[config.mk]
export PLATFORM = sky130hd
export DESIGN_NAME = hazard_ctrl_unit_flat
export DESIGN_NICKNAME = d
export VERILOG_FILES = /design/src/rtl/hazard_ctrl_unit_if.sv /design/src/rtl/hazard_ctrl_unit.sv /design/src/flat_wrapper.sv
export SDC_FILE = /design/constraint.sdc
export NUM_CORES = 1
export LEC_CHECK = 0
export CORE_MARGIN = 1
export CORE_UTILIZATION = 46
export CTS_CLUSTER_DIAMETER = 200
export DETAILED_ROUTE_END_ITERATION = 12
export GPL_TIMING_DRIVEN = 0
export PLACE_DENSITY_LB_ADDON = 0.2
export SLEW_MARGIN = 20
export SYNTH_ARGS = -nofsm -noshare
export SYNTH_HDL_FRONTEND = slang
export SYNTH_SLANG_ARGS = --single-unit
[constraint.sdc]
create_clock -name clk -period 2.2 [get_ports clk]
set_input_delay 0.33 -clock clk [delete_from_list [all_inputs] [get_ports clk]]
set_output_delay 0.33 -clock clk [all_outputs]
set_load 0.1 [all_outputs]
[src/rtl/hazard_ctrl_unit_if.sv]
// Hazard-controller bundle: ID/EX register fields and branch resolution in, stage enables and flushes out.
// master = pipeline side, slave = hazard controller.
interface hazard_ctrl_unit_if #(
    parameter int CNT_W = 16
);
    logic [4:0]       IF_ID_Rs1;
    logic [4:0]       IF_ID_Rs2;
    logic             IF_ID_UseRs2;
    logic [4:0]       ID_EX_Rd;
    logic             ID_EX_MemRead;
    logic             Branch_taken;
    logic             PC_Write;
    logic             IF_ID_Write;
    logic             IF_ID_Flush;
    logic             ID_EX_sel;
    logic             EX_MEM_Flush;
    logic [CNT_W-1:0] stall_cycles;
    logic [CNT_W-1:0] flush_events;

    modport master (
        output IF_ID_Rs1, IF_ID_Rs2, IF_ID_UseRs2, ID_EX_Rd, ID_EX_MemRead, Branch_taken,
        input  PC_Write, IF_ID_Write, IF_ID_Flush, ID_EX_sel, EX_MEM_Flush,
        input  stall_cycles, flush_events
    );

    modport slave (
        input  IF_ID_Rs1, IF_ID_Rs2, IF_ID_UseRs2, ID_EX_Rd, ID_EX_MemRead, Branch_taken,
        output PC_Write, IF_ID_Write, IF_ID_Flush, ID_EX_sel, EX_MEM_Flush,
        output stall_cycles, flush_events
    );
endinterface

[src/rtl/hazard_ctrl_unit.sv]
// Load-use stall and taken-branch flush control for the 5-stage pipeline.
// Latency: control outputs are combinational (Mealy) from state and inputs, same cycle.
// Backpressure: holds PC and IF/ID and bubbles ID/EX for LOAD_STALL_CYCLES per load-use hazard.
module hazard_ctrl_unit #(
    parameter int LOAD_STALL_CYCLES = 1,
    parameter int CNT_W             = 16
) (
    input  logic               clk,
    input  logic               reset,
    hazard_ctrl_unit_if.slave  bus
);
    typedef enum logic {
        RUN   = 1'b0,
        STALL = 1'b1
    } state_e;

    localparam logic [2:0]       RELOAD  = 3'(LOAD_STALL_CYCLES - 1);
    localparam logic [CNT_W-1:0] CNT_ONE = {{(CNT_W-1){1'b0}}, 1'b1};
    localparam logic [CNT_W-1:0] CNT_MAX = '1;

    state_e           state_q, state_d;
    logic [2:0]       cnt_q, cnt_d;
    logic [CNT_W-1:0] stall_cnt_q, stall_cnt_d;
    logic [CNT_W-1:0] flush_cnt_q, flush_cnt_d;

    state_e cur_state;
    logic   hz;
    logic   stall_act;
    logic   pc_we, ifid_we, ifid_flush, idex_sel, exmem_flush;

    // While reset is held the controller behaves as RUN, so a stall in progress is dropped at once.
    assign cur_state = reset ? RUN : state_q;

    assign hz = bus.ID_EX_MemRead && (bus.ID_EX_Rd != 5'd0) &&
                ((bus.ID_EX_Rd == bus.IF_ID_Rs1) ||
                 (bus.IF_ID_UseRs2 && (bus.ID_EX_Rd == bus.IF_ID_Rs2)));

    always_comb begin
        state_d     = state_q;
        cnt_d       = cnt_q;
        stall_act   = 1'b0;
        pc_we       = 1'b1;
        ifid_we     = 1'b1;
        ifid_flush  = 1'b0;
        idex_sel    = 1'b1;
        exmem_flush = 1'b0;

        if (bus.Branch_taken) begin
            ifid_flush  = 1'b1;
            idex_sel    = 1'b0;
            exmem_flush = 1'b1;
            state_d     = RUN;
            cnt_d       = 3'd0;
        end else if (cur_state == STALL) begin
            stall_act = 1'b1;
            cnt_d     = cnt_q - 3'd1;
            if (cnt_q == 3'd1) begin
                state_d = RUN;
            end
        end else if (hz) begin
            stall_act = 1'b1;
            if (LOAD_STALL_CYCLES > 1) begin
                state_d = STALL;
                cnt_d   = RELOAD;
            end
        end

        if (stall_act) begin
            pc_we    = 1'b0;
            ifid_we  = 1'b0;
            idex_sel = 1'b0;
        end
    end

    assign stall_cnt_d = (stall_act && (stall_cnt_q != CNT_MAX)) ? stall_cnt_q + CNT_ONE : stall_cnt_q;
    assign flush_cnt_d = (bus.Branch_taken && (flush_cnt_q != CNT_MAX)) ? flush_cnt_q + CNT_ONE : flush_cnt_q;

    always_ff @(posedge clk) begin
        if (reset) begin
            state_q     <= RUN;
            cnt_q       <= 3'd0;
            stall_cnt_q <= '0;
            flush_cnt_q <= '0;
        end else begin
            state_q     <= state_d;
            cnt_q       <= cnt_d;
            stall_cnt_q <= stall_cnt_d;
            flush_cnt_q <= flush_cnt_d;
        end
    end

    assign bus.PC_Write     = pc_we;
    assign bus.IF_ID_Write  = ifid_we;
    assign bus.IF_ID_Flush  = ifid_flush;
    assign bus.ID_EX_sel    = idex_sel;
    assign bus.EX_MEM_Flush = exmem_flush;
    assign bus.stall_cycles = stall_cnt_q;
    assign bus.flush_events = flush_cnt_q;
endmodule

[src/flat_wrapper.sv]
// flat-port wrapper written by rule: the top's interface ports become plain ports
module hazard_ctrl_unit_flat 
#(
    parameter int LOAD_STALL_CYCLES = 1,
    parameter int CNT_W             = 16
)
  (clk, reset, bus_IF_ID_Rs1, bus_IF_ID_Rs2, bus_IF_ID_UseRs2, bus_ID_EX_Rd, bus_ID_EX_MemRead, bus_Branch_taken, bus_PC_Write, bus_IF_ID_Write, bus_IF_ID_Flush, bus_ID_EX_sel, bus_EX_MEM_Flush, bus_stall_cycles, bus_flush_events);
  hazard_ctrl_unit_if #(.CNT_W(CNT_W)) bus_i ();
  input  logic clk;
  input  logic reset;
  input wire logic [$bits(bus_i.IF_ID_Rs1)-1:0] bus_IF_ID_Rs1;
  input wire logic [$bits(bus_i.IF_ID_Rs2)-1:0] bus_IF_ID_Rs2;
  input wire logic [$bits(bus_i.IF_ID_UseRs2)-1:0] bus_IF_ID_UseRs2;
  input wire logic [$bits(bus_i.ID_EX_Rd)-1:0] bus_ID_EX_Rd;
  input wire logic [$bits(bus_i.ID_EX_MemRead)-1:0] bus_ID_EX_MemRead;
  input wire logic [$bits(bus_i.Branch_taken)-1:0] bus_Branch_taken;
  output wire logic [$bits(bus_i.PC_Write)-1:0] bus_PC_Write;
  output wire logic [$bits(bus_i.IF_ID_Write)-1:0] bus_IF_ID_Write;
  output wire logic [$bits(bus_i.IF_ID_Flush)-1:0] bus_IF_ID_Flush;
  output wire logic [$bits(bus_i.ID_EX_sel)-1:0] bus_ID_EX_sel;
  output wire logic [$bits(bus_i.EX_MEM_Flush)-1:0] bus_EX_MEM_Flush;
  output wire logic [$bits(bus_i.stall_cycles)-1:0] bus_stall_cycles;
  output wire logic [$bits(bus_i.flush_events)-1:0] bus_flush_events;
  assign bus_i.IF_ID_Rs1 = bus_IF_ID_Rs1;
  assign bus_i.IF_ID_Rs2 = bus_IF_ID_Rs2;
  assign bus_i.IF_ID_UseRs2 = bus_IF_ID_UseRs2;
  assign bus_i.ID_EX_Rd = bus_ID_EX_Rd;
  assign bus_i.ID_EX_MemRead = bus_ID_EX_MemRead;
  assign bus_i.Branch_taken = bus_Branch_taken;
  assign bus_PC_Write = bus_i.PC_Write;
  assign bus_IF_ID_Write = bus_i.IF_ID_Write;
  assign bus_IF_ID_Flush = bus_i.IF_ID_Flush;
  assign bus_ID_EX_sel = bus_i.ID_EX_sel;
  assign bus_EX_MEM_Flush = bus_i.EX_MEM_Flush;
  assign bus_stall_cycles = bus_i.stall_cycles;
  assign bus_flush_events = bus_i.flush_events;
  hazard_ctrl_unit #(.LOAD_STALL_CYCLES(LOAD_STALL_CYCLES), .CNT_W(CNT_W)) u_core (.clk(clk), .reset(reset), .bus(bus_i));
endmodule
Yosys cells after proc, flatten, opt, wreduce, memory -nomap -nowiden
Cells that the tools add are included.
W data, S select, Z words.
{"block": "op_classes", "addsub": 2, "n_eq_ne": 4, "muxes": 6, "reduce_logical": 7}
{"cell": "$add A16 B1 Y16 const B", "n": 2}
{"cell": "$ne A16 B16 Y1 const B", "n": 2}
{"cell": "$eq A5 B5 Y1", "n": 2}
{"cell": "$mux W1", "n": 6}
{"cell": "$logic_and A1 B1 Y1", "n": 5}
{"cell": "$reduce_bool A5 Y1", "n": 1}
{"cell": "$logic_or A1 B1 Y1", "n": 1}
{"block": "word_totals", "register_bits": 32, "output_inout_bits": 37, "elab_cells": 21}

Depth between registers and ports, before layout
Gate-level depths: netlist of run 1.
{"block": "logic_depth", "word_depth": 7, "depth_mapped": 7, "ltp_nobuf": 7}

Worst setup path after synthesis of run 1
OpenSTA, ideal clock, no wires.
{"block": "synth_path", "kind": "in2out", "from": "input port bus_ID_EX_Rd[0]", "to": "output port bus_ID_EX_sel", "arrival_ns": 2.736, "required_time_ns": 1.870, "slack_ns": -0.866, "cell_stages": 4, "path_cell_list": "or4_1 > o21ai_2 > o21bai_1 > nor2b_1"}
{"block": "synth_between", "elab_chain_cells": 7, "word_cells_on_any_way": 10, "cone_classes": "eq/ne: 2; mux: 3; reduce/logical: 5"}
{"element": "from (decl)", "line_no": "flat_wrapper.sv:14", "rtl": "input wire logic [$bits(bus_i.ID_EX_Rd)-1:0] bus_ID_EX_Rd;"}
{"element": "$eq A5 B5 Y1", "line_no": "hazard_ctrl_unit.sv:36", "rtl": "(bus.IF_ID_UseRs2 && (bus.ID_EX_Rd == bus.IF_ID_Rs2)));"}
{"element": "$logic_and A1 B1 Y1", "line_no": "hazard_ctrl_unit.sv:36"}
{"element": "$logic_or A1 B1 Y1", "line_no": "hazard_ctrl_unit.sv:35", "rtl": "((bus.ID_EX_Rd == bus.IF_ID_Rs1) ||"}
{"element": "$logic_and A1 B1 Y1 *", "line_no": "hazard_ctrl_unit.sv:34", "rtl": "assign hz = bus.ID_EX_MemRead && (bus.ID_EX_Rd != 5'd0) &&"}
{"element": "$mux W1 *", "line_no": "hazard_ctrl_unit.sv:60", "rtl": "end else if (hz) begin"}
{"element": "$mux W1 *", "line_no": "hazard_ctrl_unit.sv:48", "rtl": "if (bus.Branch_taken) begin"}
{"element": "$mux W1 *", "line_no": "hazard_ctrl_unit.sv:68", "rtl": "if (stall_act) begin"}
{"element": "to (decl)", "line_no": "flat_wrapper.sv:20", "rtl": "output wire logic [$bits(bus_i.ID_EX_sel)-1:0] bus_ID_EX_sel;"}
Mark *: on every way between the ends. The rest lies on a longest branch, timed or not.

Final worst setup path of run 1
{"block": "layout_path", "from": "input port bus_Branch_taken", "to": "output port bus_PC_Write"}
{"block": "layout_between", "elab_chain_cells": 2}
{"element": "from (decl)", "line_no": "flat_wrapper.sv:16", "rtl": "input wire logic [$bits(bus_i.Branch_taken)-1:0] bus_Branch_taken;"}
{"element": "$mux W1", "line_no": "hazard_ctrl_unit.sv:48"}
{"element": "$mux W1", "line_no": "hazard_ctrl_unit.sv:68"}
{"element": "to (decl)", "line_no": "flat_wrapper.sv:17", "rtl": "output wire logic [$bits(bus_i.PC_Write)-1:0] bus_PC_Write;"}
No other way between the ends.

==> results of run 1 <==
-- routing by layer --
metal | track usage | wire length (um) | up-vias
met5 | 0 | 0 | -
met4 | 0.0944 | 61 | 0
met3 | 0.0563 | 326 | 7
met2 | 0.414 | 2430 | 75
met1 | 0.318 | 2270 | 904
li1 | - | - | 934
-- area by class of cell --
cell class                      instances  area share
Buffer                                 10      0.0238
Clock buffer                            7      0.0351
Clock inverter                          1     0.00180
Inverter                                3     0.00405
Multi-Input combinational cell        170       0.430
Sequential cell                        32       0.249
Tap cell                               48      0.0216
Timing Repair Buffer                   61       0.235
-- worst paths after layout --
check,startpoint,end,slack (ps),cells past startpoint
max reg2reg,u_core.bus.stall_cycles[7],u_core.bus.stall_cycles[14],250,6
max,bus_Branch_taken,bus_PC_Write,20,6
min,u_core.bus.flush_events[15],u_core.bus.flush_events[15],480,1
min reg2reg,u_core.bus.flush_events[15],u_core.bus.flush_events[15],480,1
-- critical path, stage by stage --
cell             delay, ps
clkdlybuf4s50_1        530
clkbuf_2               270
clkbuf_4               280
or2_4                  180
buf_12                 100
buf_12                 160
-- cell usage after synthesis, types with 3 or more instances --
cell	n	share of area
a211oi_1	6	0.025
a21oi_1	10	0.028
buf_4	3	0.013
clkbuf_1	7	0.015
dfxtp_1	32	0.36
inv_1	3	0.0063
mux2_2	4	0.025
nand2_1	14	0.029
nand3_1	12	0.033
nand4_1	11	0.038
nor2_1	24	0.050
nor2b_1	7	0.024
nor3_1	9	0.025
nor4_1	5	0.017
o21ai_0	3	0.0084
o31ai_1	7	0.029
or3_1	3	0.010
or4_1	9	0.038
xnor2_1	8	0.039
xor2_1	12	0.058
-- flip-flops by register name, indices dropped and copies added, names as in the netlist --
| signal | cells |
|---|---|
| u_core.bus.flush_events | 16 |
| u_core.bus.stall_cycles | 16 |
-- power breakdown --
part           leakage (nW)  switching, mW  internal, mW
Combinational         0.825          0.130        0.0752
Sequential            0.274        0.00502         0.574
Clock                0.0534          0.237         0.290
Total                  1.15          0.372         0.939
-- cells by family after synthesis --
logic type	Yosys count
adders and majority gates	2
xor gates and xnor gates	20
DFF	32
muxes	6
buffers and inverters	13
and+or+nand+nor	106
AOI/OAI and AO/OA	36
-- stage by stage --
step / setup WS, ps / utilization
2_1_floorplan: 2.96 / -
3_3_place_gp: -1380 / 0.671
3_5_place_dp: -1410 / 0.671
4_1_cts: -109 / 0.719
5_1_grt: -68.2 / 0.748
6_report: 23.9 / 0.748
-- timing repair --
| action | 4_1_cts | 5_1_grt |
|---|---|---|
| endpoints found under the setup margin | 21 | 23 |
| hold buffers | 0 | 0 |
| pin swaps | 3 | 14 |
| buffers inserted | 3 | 3 |
| resized for setup | 50 | 38 |
==> flow_metrics.py, run 1 <==
metrics = {
    "global_route": {
        "grt_pass1_wl_um": 8060,
        "overflow": 0,
        "track_usage": 0.251,
        "antenna_found_initial": 0,
        "grt_max_degree": 11,
        "grt_pass1_vias": 1760,
    },
    "place": {
        "postPlaceCellArea_um2": 2490,
        "dp_hpwl_um": 3350,
        "gp_congestion": 0.827,
        "dp_cells": 318,
        "portBuffers": 55,
    },
    "setup_path": {
        "cp.required_ps": 1870,
        "cp.arrival_ps": 1850,
        "critPathMaxFanout": 10,
        "path_class": "input port to output pin",
        "cp-start-kind": "input port",
        "critPathCaptureType": "output pin",
    },
    "clock_network": {
        "cts_tree": "yes",
        "cts_buffers": 5,
        "clock_sink_count": 32,
        "root_buffer": "clkbuf_8",
        "clk_pin_slew_ps": 70,
        "cts.path.max_buffers": 2,
        "htreeDepth": 2,
        "clock_latency_ps": 290,
    },
    "yosys": {
        "ys_ff_latch": 32,
        "synthAdderAreaFrac": 0.0139,
        "synthXorXnorAreaFrac": 0.0975,
        "syn_inst": 215,
        "ys_types": 39,
        "synth-simple-area-share": 0.329,
        "synthArstFlopShare": 0,
        "synth_top_family_by_area": "simple AND/OR/NAND/NOR gates",
        "synth_edf_count": 0,
        "avgSynthCellArea_um2": 8.36,
        "syn_area_um2": 1800,
        "syn_nets": 237,
        "synth_ff_type": "dfxtp_1",
        "yosysSeqAreaShare": 0.357,
        "yosysWarningCount": 0,
        "synthMuxAreaShare": 0.0369,
        "synth_compound_area_frac": 0.133,
    },
    "sta": {
        "hold_viol": 0,
        "final.setup_skew_ps": 6.08,
        "hold_ws_ps": 481,
        "finalMaxSlewViolations": 0,
        "tns_ps": 0,
        "slew_headroom": 0.344,
        "finalCritPeriodShare": 0.989,
        "fmax_ghz": 0.460,
        "setup_viol": 0,
        "rsz0062_at_grt": "yes",
        "worstMarginPinSlew_ps": 982,
        "min_period_ps": 2180,
    },
    "route": {
        "wirelength_um": 5090,
        "drc": 0,
        "antenna_left": 0,
        "viasPerCell": 5.78,
        "vias": 1920,
        "dr.first_iter.drc_count": 83,
        "dr.pass1.iters": 4,
        "wire_per_inst_um": 15.3,
    },
    "finish": {
        "drive_gt1_frac": 0.268,
        "nets": 305,
        "diodes": 0,
        "multi_input_area_um2": 1190,
        "fin_cells": 332,
        "ff_latch_area_um2": 693,
        "fill_cells": 298,
        "layout_commonest_cell": "clkdlybuf4s50_1",
        "area_growth_pct": 54.8,
        "final_cell_mix": "clkdlybuf4s50_1 (27), nor2_1 (23), dfxtp_2 (18)",
        "final_area_um2": 2780,
    },
    "pwr": {
        "p_per_area_nw_per_um2": 471,
        "power_mw": 1.31,
        "peakVddDrop_uv": 296,
        "total_leakage_power_nw": 1.15,
    },
    "worst_hold_path": {
        "hp-class": "flip-flop to flip-flop",
    },
    "floorplan": {
        "rows": 22,
        "initial_core_util": 0.484,
        "die_h_um": 64.5,
        "die-width_um": 64.5,
        "ios": 57,
        "coreArea_um2": 3720,
        "die_area_um2": 4160,
    },
    "flow_run": {
        "maxCapViolCount": 0,
    },
    "status": {
        "outcome": "finished clean",
    },
}
Power figures use the tool's default switching activity.
==> run 2: changes to the inputs <==
--- a/config.mk
+++ b/config.mk
@@ -11,4 +11,5 @@
 export DETAILED_ROUTE_END_ITERATION = 12
 export GPL_TIMING_DRIVEN = 0
+export HOLD_SLACK_MARGIN = 0.1
 export PLACE_DENSITY_LB_ADDON = 0.2
 export SLEW_MARGIN = 20
==> constraint.sdc (replaced) <==
create_clock -name clk -period 2.2 [get_ports clk]
set_input_delay 0.33 -clock clk [delete_from_list [all_inputs] [get_ports clk]]
set_output_delay 0.33 -clock clk [all_outputs]
set_load 0.02 [all_outputs]
==> run 2 against run 1 <==
  * Fmax is 2.2% higher
  * Largest power group unchanged
  * Count of clock-buffer cells in the layout unchanged
  * Setup slack better by 48 ps
  * Cell count fell by 0.30%
  * Via count is 3.0% lower
  * Critical path type unchanged
  * Register-to-register slack worse by 110 ps
  * Clock skew increased by 1.7 ps
  * Global-route usage fell by 0.54 points
==> flow_metrics.py, run 2 (synthesized netlist as in run 1, its figures left out) <==
metrics = {
    "setup_path": {
        "critPathCaptureType": "output pin",
        "r2r_end": "u_core.bus.stall_cycles[14]",
        "cp.arrival_ps": 1800,
        "path_class": "input port to output pin",
        "cpPeakStageDelay_ps": 530,
        "timing.rr.start": "u_core.bus.stall_cycles[7]",
        "reg2reg_depth": 6,
        "slowest_stage": "or4_4",
        "worst-r2r-setup-slack_ps": 140,
        "cp.required_ps": 1870,
        "critPathMaxFanout": 3,
        "cp-start-kind": "input port",
        "path_cells": "dlygate4sd2_1 > or4_4 > o21ai_4 > o21bai_4 > or2_4 > buf_4 > buf_6",
    },
    "sta": {
        "worstMarginPinSlew_ps": 532,
        "hold_ws_ps": 516,
        "hold_viol": 0,
        "min_period_ps": 2130,
        "finalCritPeriodShare": 0.967,
        "final.setup_skew_ps": 7.79,
        "rsz0062_at_grt": "no",
        "slew_headroom": 0.645,
        "setup_viol": 0,
        "fmax_ghz": 0.470,
        "tns_ps": 0,
        "finalMaxSlewViolations": 0,
    },
    "floorplan": {
        "ios": 57,
        "coreArea_um2": 3720,
        "rows": 22,
        "die_h_um": 64.5,
        "die_area_um2": 4160,
        "die-width_um": 64.5,
        "initial_core_util": 0.484,
    },
    "worst_hold_path": {
        "hold_start": "u_core.bus.stall_cycles[15]",
        "min_delay_path_depth": 2,
        "hold_end": "u_core.bus.stall_cycles[15]",
        "hp-class": "flip-flop to flip-flop",
    },
    "clock_network": {
        "cts.path.max_buffers": 2,
        "root_buffer": "clkbuf_8",
        "htreeDepth": 2,
        "ctsHoldBuffers": 0,
        "clock_sink_count": 32,
        "cts_buffers": 5,
        "cts_tree": "yes",
        "clk_pin_slew_ps": 60,
        "clock_latency_ps": 290,
    },
    "pwr": {
        "p_per_area_nw_per_um2": 467,
        "total_leakage_power_nw": 0.910,
        "peakVddDrop_uv": 279,
    },
    "global_route": {
        "antenna_found_initial": 0,
        "overflow": 0,
        "grtUsageMet2": 0.388,
        "use_met1": 0.327,
        "grt.busiest_layer": "met2",
        "grt_max_degree": 11,
        "grt_pass1_vias": 1725,
        "grt_pass1_wl_um": 7890,
        "grt_use_met3": 0.0546,
        "track_usage": 0.246,
    },
    "finish": {
        "drive_gt1_frac": 0.145,
        "area_growth_pct": 43.7,
        "layout_commonest_cell": "clkdlybuf4s50_1",
        "final_cell_mix": "clkdlybuf4s50_1 (40), dfxtp_1 (32), nor2_1 (23)",
        "fin_cells": 331,
        "diodes": 0,
        "nets": 304,
        "fill_cells": 303,
    },
    "status": {
        "outcome": "finished clean",
    },
    "route": {
        "viasPerCell": 5.63,
        "wirelength_um": 4700,
        "vias": 1862,
        "dr.first_iter.drc_count": 170,
        "drc": 0,
        "wire_per_inst_um": 14.2,
        "antenna_left": 0,
        "dr.pass1.iters": 4,
    },
    "flow_run": {
        "maxCapViolCount": 0,
    },
    "place": {
        "dp_hpwl_um": 3350,
        "dp_cells": 318,
        "gp_congestion": 0.891,
        "portBuffers": 55,
    },
}
==> run 2: how the worst max path moves through the flow <==
stage / start / end / slack (ps) / cells after the start
floorplan: u_core.bus.stall_cycles[2] / u_core.bus.stall_cycles[14] / 140 / 6
global placement: bus_ID_EX_Rd[0] / bus_PC_Write / -1010 / 7
detailed placement: bus_ID_EX_Rd[0] / bus_PC_Write / -1030 / 7
CTS: bus_IF_ID_Rs1[1] / bus_PC_Write / -10 / 8
global route: bus_ID_EX_Rd[4] / bus_PC_Write / 2 / 8
finish: bus_ID_EX_Rd[3] / bus_PC_Write / 70 / 7
==> run 2: final cells by class <==
| class | instances | area, um^2 | area share |
|---|---|---|---|
| flip-flops and latches | 32 | 641 | 0.248 |
| multi-input cells | 170 | 1150 | 0.446 |
| clock buffers | 7 | 86.3 | 0.0334 |
| inverters | 3 | 11.3 | 0.00436 |
| repair buffers | 60 | 572 | 0.222 |
| well taps | 48 | 60.1 | 0.0233 |
| clock inverters | 1 | 7.51 | 0.00291 |
| plain buffers | 10 | 52.6 | 0.0204 |
==> run 2: per-stage QoR <==
| step | utilization | cell area (um^2) | setup WS, ps | total power, mW |
|---|---|---|---|---|
| 6_report | 0.695 | 2580 | 71.8 | 1.20 |
| 5_1_grt | 0.695 | 2580 | 1.81 | 1.26 |
| 4_1_cts | 0.690 | 2560 | -11.9 | 1.22 |
| 3_5_place_dp | 0.648 | 2410 | -1030 | 0.735 |
| 3_3_place_gp | 0.648 | 2410 | -1010 | 0.732 |
| 2_1_floorplan | - | 1800 | 136 | 0.665 |
==> run 2: worst max-delay path, delay by kind of cell <==
kind / cells / cell delay, ps
AO/OA/AOI/OAI: 2 / 320
buffers and inverters: 3 / 470
AND/OR/NAND/NOR: 2 / 680
==> run 2: report_power, final <==
part / total [mW] / switching, mW / internal, mW / leakage (nW)
registers: 0.588 / 0.00498 / 0.584 / 0.258
clock network: 0.474 / 0.220 / 0.254 / 0.0445
logic: 0.142 / 0.0758 / 0.0665 / 0.608
total: 1.20 / 0.301 / 0.904 / 0.910
==> run 2: layer usage <==
layer	wire [um]	part of all wire
met1	2260	0.48
met2	2180	0.46
met3	203	0.043
met4	60	0.013
met5	0	0
==> run 2: what timing repair did <==
item,in CTS,in global routing
setup buffers,4,1
setup endpoints to repair,10,10
gates resized for setup,32,15
pin swaps,8,12
==> run 3: changes to the inputs <==
Settings changed: CAP_MARGIN from default to 15.
==> results of run 3 <==
Same layout as run 2: the final DEF is identical, and so are final timing and power.
